**src/rtl/seg7_scan_driver.sv**
```systemverilog
// Four-digit multiplexed seven-segment driver. A BCD snapshot is taken once per frame;
// each slot starts with an all-off window, and leading zeros can be suppressed.
module seg7_scan_driver #(
  parameter int REFRESH_DIV  = 27000,
  parameter int BLANK_CYCLES = 16,
  parameter int LZ_BLANK     = 1
) (
  input  logic             clk,
  input  logic             rst,
  input  logic [3:0][3:0]  digits,
  output logic [3:0]       an,
  output logic [6:0]       seg
);

  localparam int CW = (REFRESH_DIV > 1) ? $clog2(REFRESH_DIV) : 1;
  localparam logic [CW-1:0] CNT_LAST = CW'(REFRESH_DIV - 1);

  logic [CW-1:0]    cnt;
  logic [1:0]       idx;
  logic [3:0][3:0]  snap;

  logic [3:0]       sup;
  logic             en;
  logic [3:0]       cur;

  function automatic logic [6:0] pattern(input logic [3:0] d);
    case (d)
      4'd0:    pattern = 7'b1000000;
      4'd1:    pattern = 7'b1111001;
      4'd2:    pattern = 7'b0100100;
      4'd3:    pattern = 7'b0110000;
      4'd4:    pattern = 7'b0011001;
      4'd5:    pattern = 7'b0010010;
      4'd6:    pattern = 7'b0000010;
      4'd7:    pattern = 7'b1111000;
      4'd8:    pattern = 7'b0000000;
      4'd9:    pattern = 7'b0010000;
      default: pattern = 7'b0111111;
    endcase
  endfunction

  // A digit is dark only when it and every more-significant digit are zero.
  always_comb begin
    sup = 4'b0000;
    if (LZ_BLANK != 0) begin
      sup[3] = (snap[3] == 4'd0);
      sup[2] = sup[3] && (snap[2] == 4'd0);
      sup[1] = sup[2] && (snap[1] == 4'd0);
    end
  end

  assign cur = snap[idx];
  assign en  = (int'(cnt) >= BLANK_CYCLES) && !sup[idx];

  always_ff @(posedge clk) begin
    if (rst) begin
      cnt  <= '0;
      idx  <= 2'd0;
      snap <= '0;
      an   <= 4'b1111;
      seg  <= 7'b1111111;
    end else begin
      if (cnt == CNT_LAST) begin
        cnt <= '0;
        idx <= idx + 2'd1;
        if (idx == 2'd3)
          snap <= digits;
      end else begin
        cnt <= cnt + 1'b1;
      end

      if (en) begin
        an  <= ~(4'b0001 << idx);
        seg <= pattern(cur);
      end else begin
        an  <= 4'b1111;
        seg <= 7'b1111111;
      end
    end
  end

endmodule

```
**config.mk**
```make
export PLATFORM = sky130hd
export DESIGN_NAME = seg7_scan_driver
export DESIGN_NICKNAME = d
export VERILOG_FILES = /design/src/rtl/seg7_scan_driver.sv
export SDC_FILE = /design/constraint.sdc
export NUM_CORES = 1
export LEC_CHECK = 0
export BUFFER_PORTS_ARGS = -buffer_cell sky130_fd_sc_hd__buf_4
export CAP_MARGIN = 20
export CORE_MARGIN = 8
export CORE_UTILIZATION = 45
export CTS_BUF_LIST = sky130_fd_sc_hd__clkbuf_2
export DETAILED_ROUTE_END_ITERATION = 16
export GPL_TIMING_DRIVEN = 0
export PLACE_DENSITY = 0.64
export SYNTH_ARGS = -nofsm -noshare
export SYNTH_HDL_FRONTEND = slang
export SYNTH_SLANG_ARGS = --single-unit
```
**constraint.sdc**
```tcl
create_clock -name clk -period 2.1 [get_ports clk]
set_clock_uncertainty 0.15 [all_clocks]
set_input_delay 0.525 -clock clk [delete_from_list [all_inputs] [get_ports clk]]
set_output_delay 0.525 -clock clk [all_outputs]
set_load 0.02 [all_outputs]
```
Word-level counts from Yosys, hierarchy flattened
Memories as Yosys holds them, arrays and structs flattened. A register that Yosys moved wholly into a read port is not among the register bits.
Cells that the tools add are included.

word-level totals
  output and inout port bits = 11
  logic and storage cells = 31
  memory bits (read-only) = 112
  bits of input ports = 18
  memories = 1
  register bits after elaboration = 37

memories
  name              words  bits a word  rd ports  clocked after Yosys merged registers in  wr ports  line  text
  (name not given)  16     7            1         1                                        0         27    case (d)

operators by class
  bitwise operators = 2
  equality and inequality tests = 2
  $lt $le $gt $ge = 2
  add/sub/neg operators = 2
  reductions and logical operators = 10
  multiplexer cells = 4
  shifts and indexed selects = 1

operators by type and width
  operator               number
  $add 15x1->15 const B  1
  $eq 15x15->1 const B   1
  $ge 15x5->1 const B    1
  $logic_not 4->1        3
  $bmux 4 s2             1
  $mux 4                 1
  $not 4->4              1
  $reduce_or 2->1        2
  $shl 1x2->4 const A    1
  $logic_and 1x1->1      3
  $lt 2x3->1 const B     1
  $add 2x1->2 const B    1
  $bmux 1 s2             1
  $eq 2x2->1 const B     1
  $reduce_and 2->1       1
  $logic_not 1->1        1
  $mux 1                 1
  $not 1->1              1

Longest topological paths before layout
Gate-level depths: netlist of run 1.

  word-level depth = 9
  mapped depth = 7
  gate-level depth less buffers = 6

Worst setup path after synthesis of run 1
No wires, ideal clock.

  kind = register to register
  start = register idx[1]
  end = register seg[4]
  library setup time = 131 ps
  cell stages (with the launch flop) = 8
  path buffers = 1
  setup slack = -149 ps
  data required time = 1819 ps
  arrival = 1968 ps
  period minus slack after synthesis = 2249 ps
  cell sequence = dfxtp_1 -> clkbuf_1 -> mux4_2 -> inv_1 -> ha_1 -> nor3_1 -> a2111oi_0 -> o21ai_0

on the way
  word-level cells in the longest chain between the ends = 6
  elaborated cells on any way between the ends = 8
  classes of those cells = mux: 4; bitwise: 1; reduce/logical: 3

RTL lines
  what                          line  text
  from (decl)                   19    logic [1:0] idx;
  from (signal assigned)        65    idx <= idx + 2'd1;
  $bmux 1 s2                    53    assign en = (int'(cnt) >= BLANK_CYCLES) && !sup[idx];
  $mux 1 (not written as such)  53
  $logic_not 1->1               53
  $logic_and 1x1->1             53
  $not 1->1 (no line)           n/a
  $reduce_or 2->1 (no line)     n/a
  to (decl)                     12    output logic [6:0] seg

Parallel ways exist; a longest one is shown, timed or not. The select of a mux whose other input is x is not followed.
A chain may end at the register's enable or synchronous reset.

Worst setup path in the final report of run 1
  start = register cnt[7]
  end = register snap[3] (netlist bit)

on the way
  word-level cells in the longest chain between the ends = 2

RTL lines
  what                        line  text
  from (decl)                 18    logic [CW-1:0] cnt;
  from (signal assigned)      69    cnt <= cnt + 1'b1;
  $eq 15x15->1                63    if (cnt == CNT_LAST) begin
  $reduce_and 2->1 (no line)  n/a
  to (signal assigned)        67    snap <= digits;
  to (decl)                   20    logic [3:0][3:0] snap;

No other way between the ends.

==> flow_metrics.py, run 1 <==
metrics = {
    "run_status": {
        "result_of_the_run": "complete, no violations",
    },
    "synth": {
        "synth_area_leaders": "sky130_fd_sc_hd__dfxtp_1 (43%), sky130_fd_sc_hd__ha_1 (6.7%), sky130_fd_sc_hd__nand3_1 (5.6%), sky130_fd_sc_hd__a21oi_1 (5.3%), sky130_fd_sc_hd__xnor2_1 (4.7%)",
        "syn_inst": 230,
        "synth_compound_gate_area_share_pct": 13.45,
        "yosysWarningCount": 0,
        "synthesis.nets": 259,
        "share_of_the_synthesized_area_in_the_top_cell_type_pct": 42.64,
        "muxShareOfSynthArea_pct": 5.330,
        "post_synthesis_async_set_or_reset_flop_share_pct": 0,
        "synthDistinctLibCells": 35,
        "synth_commonest_cells": "sky130_fd_sc_hd__dfxtp_1 (44), sky130_fd_sc_hd__nand3_1 (23), sky130_fd_sc_hd__a21oi_1 (22), sky130_fd_sc_hd__nor2_1 (21), sky130_fd_sc_hd__inv_1 (14)",
        "synth.avg_cell_area_um2": 8.981,
        "synth_xor_xnor_area_share_pct": 5.512,
        "synth.yosys.seq_area_share_pct": 42.64,
        "count_of_state_elements_after_synthesis": 44,
        "synth_ff_type": "sky130_fd_sc_hd__dfxtp_1",
        "synth-simple-area-share_pct": 20.59,
        "synth_edf_count": 0,
        "adder_cell_share_of_the_synthesized_area_pct": 6.663,
        "yosysMostFrequentCell": "sky130_fd_sc_hd__dfxtp_1",
        "post-synth-top-area-cell": "sky130_fd_sc_hd__dfxtp_1",
        "combinational_family_with_the_most_area_after_synthesis": "simple AND/OR/NAND/NOR gates",
        "post_synth_instance_area_um2": 2066,
    },
    "cts": {
        "clk-insertion-delay-late_ns": 0.40,
        "cts-hold-fix-buffers": 0,
        "cts.reportedPaths.clkPinSlew_ns": 0.21,
        "cts_max_path_buffers": 2,
        "tritoncts_num_sinks": 44,
        "clock_root_buffer_master": "sky130_fd_sc_hd__clkbuf_2",
        "cts-buffers-inserted": 5,
        "tritoncts": "done",
        "number_of_levels_in_the_clock_h_tree": 2,
    },
    "hold_path": {
        "timing.hold.worst_endpoint": "snap[0]$_SDFFE_PP0P_",
        "worst_hold_path_type": "input port to flop",
        "min-delay-start": "digits[0]",
        "worstHoldPathCells": 3,
    },
    "setup_path": {
        "timing.critical_path.fanout_max": 10,
        "cp_top_family": "simple AND/OR/NAND/NOR gates",
        "critical_path_class": "flop to flop",
        "worstPathArrival_ns": 2.22,
        "worstRegToRegCells": 5,
        "cpPeakStageDelay_ns": 0.57,
        "crit-reg2reg-launch": "cnt[7]$_SDFF_PP0_",
        "cp_data_required_time_ns": 2.23,
        "cp.buffers_inverters": 1,
        "start_kind": "flop",
        "worstSetupEndpointType": "flop",
        "cpMostUsedCell": "sky130_fd_sc_hd__or4_4",
        "worst_r2r_endpoint": "snap[3]$_SDFFE_PP0P_",
        "cell_with_the_largest_stage_delay_on_the_worst_path": "sky130_fd_sc_hd__or4_4",
        "worst_r2r_setup_slack_ns": 0.02,
        "path_cells": "or4_4 > or4_4 > buf_8 > o21ai_1 > a21oi_1",
    },
    "cells_and_area": {
        "finish.instance_area_um2": 2452,
        "fraction_of_final_layout_cells_with_drive_strength_greater_than_1_pct": 25.28,
        "instances_no_fill": 321,
        "layout.core_utilization_pct": 55.94,
        "ff_latch_area_um2": 895.9,
        "total_nets_final": 297,
        "multiInputGateArea_um2": 1099,
        "n_antenna_cell": 0,
        "areaGrowthSynthToFinish_pct": 18.72,
        "fill_cells": 431,
    },
    "timing": {
        "final_hold_viol_count": 0,
        "max_freq_mhz": 479.8,
        "number_of_endpoints_failing_setup_at_the_final_stage": 0,
        "final_max_slew_violation_count": 0,
        "worst_pin_slew_ns": 0.4788,
        "slew_headroom_pct": 67.58,
        "grt_setup_unrepaired": "true",
        "time_the_final_worst_path_needs_with_i_o_delays_and_setup_ns": 2.084,
        "share_of_the_cycle_needed_by_the_critical_path_after_routing_pct": 99.24,
        "setup_total_negative_slack_ns": 0,
    },
    "power": {
        "max-vdd-ir-drop_v": 0.0002597,
        "power.density_cell_area_nw_per_um2": 504.0,
        "static_leakage_nw": 0.8698,
        "p_total_mw": 1.236,
    },
    "place": {
        "placedInstanceArea_um2": 2345,
        "gp_congestion": 0.8203,
        "numPlacedInstances": 310,
        "dp_hpwl_mm": 3.154,
        "buffer_ports.inserted": 28,
    },
    "grt": {
        "gr-usage-all-layers_pct": 13.29,
        "grt_remaining_overflow": 0,
        "antenna_found_initial": 0,
        "grt_start_max_net_pins": 13,
        "grt_pass1_wl_mm": 7.907,
        "first_global_vias": 1721,
    },
    "route": {
        "post-route-drc-count": 0,
        "finalWirelength_mm": 4.548,
        "drt_pass1_iterations": 4,
        "avgRoutedWirePerCell_um": 14.17,
        "routed_via_density": 5.514,
        "detailedRoute.firstIterationViolations": 96,
        "drtAntennaViolNets": 0,
        "vias": 1770,
    },
    "floorplanning": {
        "ioPinCount": 29,
        "fp-row-count": 24,
        "die_h_um": 83.76,
        "floorplan.initialDensity_pct": 47.12,
        "die_area_um2": 7015,
        "horizontal_die_dimension_um": 83.76,
        "core-area_um2": 4384,
    },
    "run": {
        "max-cap-violations": 0,
    },
}
[worst max-delay path by stage]
stage	startpoint	end	cells after the start
floorplan	idx[1]$_SDFFE_PP0P_	seg[4]$_SDFF_PP1_	7
global placement	idx[1]$_SDFFE_PP0P_	seg[4]$_SDFF_PP1_	7
detailed placement	idx[1]$_SDFFE_PP0P_	seg[4]$_SDFF_PP1_	7
CTS	cnt[7]$_SDFF_PP0_	snap[3]$_SDFFE_PP0P_	6
global route	idx[1]$_SDFFE_PP0P_	seg[4]$_SDFF_PP1_	6
finish	cnt[7]$_SDFF_PP0_	snap[3]$_SDFFE_PP0P_	5
[power breakdown]
group          internal, mW  switching, mW  leakage [nW]
combinational        0.0278         0.0201         0.480
sequential            0.839        0.00633         0.359
clock                0.0892          0.254        0.0306
total                 0.956          0.280         0.870
[layout make-up]
type | instances | share of cell area, %
multi-input cells | 162 | 44.80
flip-flops and latches | 44 | 36.53
repair buffers | 34 | 10.41
well taps | 52 | 2.653
inverters | 14 | 2.143
plain buffers | 7 | 1.888
clock buffers | 7 | 1.429
clock inverters | 1 | 0.1531
[cell usage in the layout (no fill, tap or decap), types with 2 or more instances in the layout]
cell type                   n
sky130_fd_sc_hd__and3_1     3
sky130_fd_sc_hd__o21ai_0    8
sky130_fd_sc_hd__clkbuf_1   3
sky130_fd_sc_hd__inv_1     14
sky130_fd_sc_hd__nand3_1   21
sky130_fd_sc_hd__xnor2_1   11
sky130_fd_sc_hd__nand2_1   11
sky130_fd_sc_hd__buf_4     35
sky130_fd_sc_hd__dfxtp_4    3
sky130_fd_sc_hd__mux2i_1    2
sky130_fd_sc_hd__ha_1      10
sky130_fd_sc_hd__o21ai_1    8
sky130_fd_sc_hd__nor4_1     6
sky130_fd_sc_hd__a21oi_1   22
sky130_fd_sc_hd__mux4_2     4
sky130_fd_sc_hd__or4_4      2
sky130_fd_sc_hd__nand3_2    2
sky130_fd_sc_hd__dfxtp_2    3
sky130_fd_sc_hd__a21o_1     3
sky130_fd_sc_hd__clkbuf_2   7
sky130_fd_sc_hd__o21ai_2    4
sky130_fd_sc_hd__nand4_1    3
sky130_fd_sc_hd__xor2_1     2
sky130_fd_sc_hd__nor3_1     7
sky130_fd_sc_hd__nor2_1    21
sky130_fd_sc_hd__dfxtp_1   38
[cell families after synthesis]
| group | count (synthesis) |
|---|---|
| buffers and inverters | 25 |
| AO/OA/AOI/OAI | 50 |
| XOR/XNOR | 13 |
| AND/OR/NAND/NOR | 81 |
| adder cells (fa/ha/maj) | 11 |
| flip-flops | 44 |
| multiplexers | 6 |
[registers in the layout (all words and copies together), names as in the netlist]
signal  count
idx         2
snap       16
cnt        15
seg         7
an          4
[layer usage]
metal | track usage [%] | vias to the layer above | part of all wire, %
met5 | 0 | - | 0
met4 | 6.122 | 0 | 1.9
met3 | 3.711 | 10 | 5.8
met2 | 18.88 | 41 | 44
met1 | 17.95 | 825 | 48
li1 | - | 894 | -
[through the flow]
step / setup slack, ns / hold WS (ns)
final: 0.01595 / 0.2012
after global routing: -0.04913 / 0.1642
after CTS: 0.003316 / 0.1826
after detailed placement: -0.2042 / 0.3130
after global placement: -0.1900 / 0.3109
after floorplan: 0.01851 / 0.2904
[worst reg2reg max path: stages (launching register included)]
cell and delay, ns:
sky130_fd_sc_hd__dfxtp_4 0.39, sky130_fd_sc_hd__or4_4 0.57, sky130_fd_sc_hd__or4_4 0.50, sky130_fd_sc_hd__buf_8 0.18, sky130_fd_sc_hd__o21ai_1 0.13, sky130_fd_sc_hd__a21oi_1 0.08
[what timing repair did]
item	4_1_cts	5_1_grt
setup endpoints to repair	24	27
pin swaps	2	0
cloned	0	1
resized for setup	10	12
setup buffers	6	0
Power figures use the tool's default switching activity.
==> inputs of run 2 (changes only) <==
==> config.mk (replaced) <==
export PLATFORM = sky130hd
export DESIGN_NAME = seg7_scan_driver
export DESIGN_NICKNAME = d
export VERILOG_FILES = /design/src/rtl/seg7_scan_driver.sv
export SDC_FILE = /design/constraint.sdc
export NUM_CORES = 1
export LEC_CHECK = 0
export CAP_MARGIN = 20
export CORE_MARGIN = 8
export CORE_UTILIZATION = 45
export CTS_BUF_LIST = sky130_fd_sc_hd__clkbuf_2
export DETAILED_ROUTE_END_ITERATION = 16
export DONT_BUFFER_PORTS = 1
export GPL_TIMING_DRIVEN = 0
export PLACE_DENSITY = 0.58
export SYNTH_ARGS = -nofsm -noshare
export SYNTH_HDL_FRONTEND = slang
export SYNTH_SLANG_ARGS = --single-unit
==> flow_metrics.py, run 2 (synthesized netlist as in run 1, its figures left out) <==
metrics = {
    "cts": {
        "cts-buffers-inserted": 5,
        "number_of_levels_in_the_clock_h_tree": 2,
        "cts.reportedPaths.clkPinSlew_ns": 0.19,
        "clk-insertion-delay-late_ns": 0.39,
        "tritoncts": "done",
        "tritoncts_num_sinks": 44,
        "clock_root_buffer_master": "sky130_fd_sc_hd__clkbuf_2",
        "cts_max_path_buffers": 2,
        "cts-hold-fix-buffers": 0,
    },
    "setup_path": {
        "worstRegToRegCells": 5,
        "worst_r2r_setup_slack_ns": -0.12,
        "path_cells": "or4_4 > or4_4 > buf_4 > o21ai_0 > a21oi_1",
        "timing.critical_path.fanout_max": 8,
        "cpMostUsedCell": "sky130_fd_sc_hd__or4_4",
        "cpPeakStageDelay_ns": 0.63,
        "cp_data_required_time_ns": 2.23,
        "start_kind": "flop",
        "cp.buffers_inverters": 1,
        "cp_top_family": "simple AND/OR/NAND/NOR gates",
        "worst_r2r_endpoint": "snap[4]$_SDFFE_PP0P_",
        "cell_with_the_largest_stage_delay_on_the_worst_path": "sky130_fd_sc_hd__or4_4",
        "crit-reg2reg-launch": "cnt[10]$_SDFF_PP0_",
        "worstSetupEndpointType": "flop",
        "worstPathArrival_ns": 2.34,
        "critical_path_class": "flop to flop",
    },
    "timing": {
        "slew_headroom_pct": 66.03,
        "max_freq_mhz": 450.7,
        "worst_pin_slew_ns": 0.5095,
        "grt_setup_unrepaired": "true",
        "final_hold_viol_count": 0,
        "time_the_final_worst_path_needs_with_i_o_delays_and_setup_ns": 2.219,
        "number_of_endpoints_failing_setup_at_the_final_stage": 23,
        "share_of_the_cycle_needed_by_the_critical_path_after_routing_pct": 105.7,
        "final_max_slew_violation_count": 0,
        "setup_total_negative_slack_ns": -1.068,
        "fin_ws_ns": -0.1187,
    },
    "hold_path": {
        "timing.hold.worst_endpoint": "snap[11]$_SDFFE_PP0P_",
        "min-delay-start": "digits[11]",
        "worst_hold_path_type": "input port to flop",
        "worstHoldPathCells": 2,
    },
    "place": {
        "placedInstanceArea_um2": 2135,
        "numPlacedInstances": 282,
        "dp_hpwl_mm": 3.074,
        "buffer_ports.inserted": 0,
        "gp_congestion": 0.7829,
    },
    "route": {
        "avgRoutedWirePerCell_um": 15.24,
        "vias": 1661,
        "routed_via_density": 5.537,
        "drtAntennaViolNets": 0,
        "drt_pass1_iterations": 4,
        "post-route-drc-count": 0,
        "detailedRoute.firstIterationViolations": 59,
        "finalWirelength_mm": 4.572,
    },
    "floorplanning": {
        "ioPinCount": 29,
        "core-area_um2": 4384,
        "fp-row-count": 24,
        "die_h_um": 83.76,
        "floorplan.initialDensity_pct": 47.12,
        "horizontal_die_dimension_um": 83.76,
        "die_area_um2": 7015,
    },
    "run_status": {
        "result_of_the_run": "complete, but fails checks",
        "failed_checks": "negative setup slack",
    },
    "cells_and_area": {
        "finish.instance_area_um2": 2417,
        "areaGrowthSynthToFinish_pct": 17.02,
        "layout_common_cells": "sky130_fd_sc_hd__dfxtp_1 (39), sky130_fd_sc_hd__nand3_1 (22), sky130_fd_sc_hd__a21oi_1 (22)",
        "most_common_cell_after_layout_fill_and_taps_aside": "sky130_fd_sc_hd__dfxtp_1",
        "n_antenna_cell": 0,
        "instances_no_fill": 300,
        "largest_reg_flops": 16,
        "registers.top_by_ff_count": "snap",
        "total_nets_final": 279,
        "fraction_of_final_layout_cells_with_drive_strength_greater_than_1_pct": 24.60,
        "layout_top_registers": "snap x16, cnt x15, seg x7",
    },
    "power": {
        "power.switching_fraction_pct": 22.52,
        "p_total_mw": 1.189,
        "combinationalPowerShare_pct": 3.4,
        "power.density_cell_area_nw_per_um2": 492.0,
        "power.share.clock_pct": 25.5,
        "intPower_mw": 0.9214,
        "p_seq_share_pct": 71.2,
        "max-vdd-ir-drop_v": 0.0002475,
        "power.net_switching_mw": 0.2679,
        "static_leakage_nw": 0.8076,
    },
    "grt": {
        "grt_remaining_overflow": 0,
        "grt_pass1_wl_mm": 7.472,
        "first_global_vias": 1530,
        "grt_start_max_net_pins": 12,
        "antenna_found_initial": 0,
        "gr-usage-all-layers_pct": 12.69,
    },
    "run": {
        "max-cap-violations": 0,
    },
}
run 2: changes by cell type in the layout (fill, tap and decap cells not counted), moves of 3 or more:
| cell | before | now |
|---|---|---|
| sky130_fd_sc_hd__buf_4 | 35 | 12 |
| sky130_fd_sc_hd__nor2_1 | 21 | 11 |
| sky130_fd_sc_hd__nor2_2 | 0 | 6 |
| sky130_fd_sc_hd__nor2_4 | 0 | 4 |
| sky130_fd_sc_hd__o21ai_1 | 8 | 4 |
| sky130_fd_sc_hd__o21ai_2 | 4 | 7 |
run 2: metal layers:
layer	GRT usage, %	part of all wire, %
met1	17.95	52
met2	17.05	42
met3	4.395	4.0
met4	4.239	1.5
met5	0	0
run 2: per-stage QoR:
stage,hold slack [ns],utilization (%),setup slack [ns]
2_1_floorplan,0.2904,-,0.01851
3_3_place_gp,0.3119,48.69,-0.2160
3_5_place_dp,0.3178,48.69,-0.2172
4_1_cts,0.07116,50.23,-0.009918
5_1_grt,0.05246,55.14,-0.1262
6_report,0.09255,55.14,-0.1187
run 2: worst max-delay path by stage:
stage | from | to | slack (ns) | depth (start not counted)
floorplan | idx[1]$_SDFFE_PP0P_ | seg[4]$_SDFF_PP1_ | 0.02 | 7
global placement | idx[1]$_SDFFE_PP0P_ | seg[4]$_SDFF_PP1_ | -0.22 | 7
detailed placement | idx[1]$_SDFFE_PP0P_ | seg[4]$_SDFF_PP1_ | -0.22 | 7
CTS | idx[1]$_SDFFE_PP0P_ | seg[4]$_SDFF_PP1_ | -0.01 | 7
global route | cnt[10]$_SDFF_PP0_ | snap[14]$_SDFFE_PP0P_ | -0.13 | 5
finish | cnt[10]$_SDFF_PP0_ | snap[4]$_SDFFE_PP0P_ | -0.12 | 5
run 2: cell type report:
type                       count  area (um^2)
buffer                        10        77.57
clock buffer                   5        25.02
fill                         416         1967
inverter                      14        52.55
multi-input combinational    161         1164
sequential                    44        889.6
tap                           52        65.06
timing repair buffer          14        143.9
run 2: what timing repair did:
item | CTS | global route
setup buffers | 4 | 9
resized for setup | 12 | 30
cloned | 0 | 2
pin swaps | 2 | 18
setup endpoints to repair | 24 | 28
run 2: power by group through the flow:
stage	Sequential, mW	Clock [mW]	Combinational (mW)
after floorplan	0.863	0	0.0197
after global placement	0.864	0	0.0253
after detailed placement	0.864	0	0.0261
after CTS	0.846	0.320	0.0262
after global routing	0.849	0.357	0.0448
final	0.846	0.303	0.0401
==> inputs of run 3 (changes only) <==
--- a/config.mk
+++ b/config.mk
@@ -6,9 +6,7 @@
 export NUM_CORES = 1
 export LEC_CHECK = 0
 export CAP_MARGIN = 20
-export CORE_MARGIN = 8
 export CORE_UTILIZATION = 45
-export CTS_BUF_LIST = sky130_fd_sc_hd__clkbuf_2
 export DETAILED_ROUTE_END_ITERATION = 16
 export DONT_BUFFER_PORTS = 1
 export GPL_TIMING_DRIVEN = 0
==> flow_metrics.py, run 3 (synthesized netlist as in run 1, its figures left out) <==
metrics = {
    "run_status": {
        "result_of_the_run": "complete, no violations",
    },
    "cts": {
        "tritoncts": "done",
        "number_of_levels_in_the_clock_h_tree": 2,
        "cts_max_path_buffers": 2,
        "clock_root_buffer_master": "sky130_fd_sc_hd__clkbuf_8",
        "clk-insertion-delay-late_ns": 0.30,
        "tritoncts_num_sinks": 44,
        "cts-buffers-inserted": 5,
        "cts.reportedPaths.clkPinSlew_ns": 0.09,
    },
    "setup_path": {
        "timing.critical_path.fanout_max": 6,
        "start_kind": "flop",
        "critical_path_class": "flop to flop",
        "worstPathArrival_ns": 2.11,
        "worstSetupEndpointType": "flop",
        "cp_data_required_time_ns": 2.12,
    },
    "cells_and_area": {
        "largest_reg_flops": 16,
        "areaGrowthSynthToFinish_pct": 14.96,
        "layout_common_cells": "sky130_fd_sc_hd__dfxtp_1 (41), sky130_fd_sc_hd__a21oi_1 (22), sky130_fd_sc_hd__nand3_1 (21), sky130_fd_sc_hd__nor2_1 (21), sky130_fd_sc_hd__inv_1 (13)",
        "layout_top_registers": "snap x16, cnt x15, seg x7",
        "fraction_of_final_layout_cells_with_drive_strength_greater_than_1_pct": 19.42,
        "instances_no_fill": 294,
        "finish.instance_area_um2": 2375,
        "registers.top_by_ff_count": "snap",
        "most_common_cell_after_layout_fill_and_taps_aside": "sky130_fd_sc_hd__dfxtp_1",
        "total_nets_final": 270,
        "n_antenna_cell": 0,
    },
    "timing": {
        "share_of_the_cycle_needed_by_the_critical_path_after_routing_pct": 99.54,
        "final_hold_viol_count": 0,
        "setup_total_negative_slack_ns": 0,
        "grt_setup_unrepaired": "true",
        "time_the_final_worst_path_needs_with_i_o_delays_and_setup_ns": 2.090,
        "final_max_slew_violation_count": 0,
        "slew_headroom_pct": 64.51,
        "max_freq_mhz": 478.4,
        "worst_pin_slew_ns": 0.5241,
        "number_of_endpoints_failing_setup_at_the_final_stage": 0,
    },
    "power": {
        "max-vdd-ir-drop_v": 0.0003317,
        "p_seq_share_pct": 54.7,
        "intPower_mw": 1.233,
        "power.density_cell_area_nw_per_um2": 648.6,
        "combinationalPowerShare_pct": 1.5,
        "static_leakage_nw": 0.7879,
        "p_total_mw": 1.540,
        "power.share.clock_pct": 43.8,
        "power.net_switching_mw": 0.3073,
        "power.switching_fraction_pct": 19.95,
    },
    "route": {
        "detailedRoute.firstIterationViolations": 108,
        "met1Wirelength_mm": 2.106,
        "drt_pass1_iterations": 4,
        "post-route-drc-count": 0,
        "finalWirelength_mm": 4.275,
        "drtAntennaViolNets": 0,
        "highest_layer": "met4",
        "routed_via_density": 5.558,
        "avgRoutedWirePerCell_um": 14.54,
        "vias": 1634,
        "met2WireLength_mm": 1.885,
        "wl_met3_um": 220,
    },
    "place": {
        "numPlacedInstances": 282,
        "gp_congestion": 0.7791,
        "dp_hpwl_mm": 2.918,
        "placedInstanceArea_um2": 2135,
        "buffer_ports.inserted": 0,
    },
    "floorplanning": {
        "ioPinCount": 29,
        "die_h_um": 69.76,
        "fp-row-count": 24,
        "die_area_um2": 4866,
        "horizontal_die_dimension_um": 69.76,
        "core-area_um2": 4384,
        "floorplan.initialDensity_pct": 47.12,
    },
    "run": {
        "max-cap-violations": 0,
    },
    "grt": {
        "grt_pass1_wl_mm": 7.182,
        "grt_remaining_overflow": 0,
        "first_global_vias": 1558,
        "gr-usage-all-layers_pct": 18.59,
        "antenna_found_initial": 0,
        "grt_start_max_net_pins": 16,
    },
    "hold_path": {
        "worst_hold_path_type": "input port to flop",
    },
}
==> run 3: cell count changes in the layout (fill, tap and decap cells not counted), moves of 2 or more <==
cell and change:
sky130_fd_sc_hd__nor2_1 +10, sky130_fd_sc_hd__buf_4 -7, sky130_fd_sc_hd__clkbuf_8 +6, sky130_fd_sc_hd__nor2_2 -6, sky130_fd_sc_hd__clkbuf_2 -5, sky130_fd_sc_hd__nor2_4 -4
sky130_fd_sc_hd__dfxtp_2 -3, sky130_fd_sc_hd__o21ai_1 -3, sky130_fd_sc_hd__o21ai_2 +3, sky130_fd_sc_hd__dfxtp_1 +2, sky130_fd_sc_hd__ha_2 +2
==> run 3: cell type report <==
cell class              count  area [um^2]
multi-input cells         162         1129
inverters                  14        52.55
well taps                  52        65.06
clock buffers               6        82.58
clock inverters             2        38.79
flip-flops and latches     44        889.6
plain buffers               9        62.56
fillers                   406         2009
repair buffers              5        55.05
==> run 3: worst paths after layout <==
path | to | startpoint | cells after the start | slack [ns]
setup / recovery | snap[8]$_SDFFE_PP0P_ | cnt[7]$_SDFF_PP0_ | 5 | 0.01
hold / removal | snap[11]$_SDFFE_PP0P_ | digits[11] | 2 | 0.21
setup reg to reg | snap[8]$_SDFFE_PP0P_ | cnt[7]$_SDFF_PP0_ | 5 | 0.01
hold reg to reg | cnt[0]$_SDFF_PP0_ | cnt[0]$_SDFF_PP0_ | 1 | 0.30
==> run 3: power groups by stage <==
stage | Clock, mW | Sequential [mW] | Combinational [mW]
4_1_cts | 0.697 | 0.843 | 0.0240
3_5_place_dp | 0 | 0.864 | 0.0255
6_report | 0.674 | 0.843 | 0.0237
5_1_grt | 0.732 | 0.844 | 0.0270
2_1_floorplan | 0 | 0.863 | 0.0197
3_3_place_gp | 0 | 0.864 | 0.0251
==> run 3: critical path, stage by stage (launching register included) <==
cell	delay [ns]
sky130_fd_sc_hd__dfxtp_4	0.36
sky130_fd_sc_hd__or4_4	0.57
sky130_fd_sc_hd__or4_4	0.52
sky130_fd_sc_hd__clkbuf_16	0.20
sky130_fd_sc_hd__o21ai_2	0.10
sky130_fd_sc_hd__a21oi_1	0.07
==> run 3: stage by stage <==
step	setup WS, ns	hold slack (ns)	util (%)
after floorplan	0.01851	0.2904	-
after global placement	-0.2285	0.3120	48.69
after detailed placement	-0.2549	0.3172	48.69
after CTS	-0.03987	0.2045	51.94
after global routing	-0.05400	0.2022	54.17
final	0.009556	0.2138	54.17
==> run 3: timing repair <==
action	in CTS	in global routing
pin swaps	2	5
gates resized for setup	12	15
hold buffers	0	0
buffers inserted	2	2
endpoints found under the setup margin	24	16
cloned	0	2
==> run 3: metal layers <==
layer | up-vias | GRT usage, %
li1 | 834 | -
met1 | 753 | 27.36
met2 | 42 | 26.21
met3 | 5 | 3.779
met4 | 0 | 8.000
met5 | - | 0
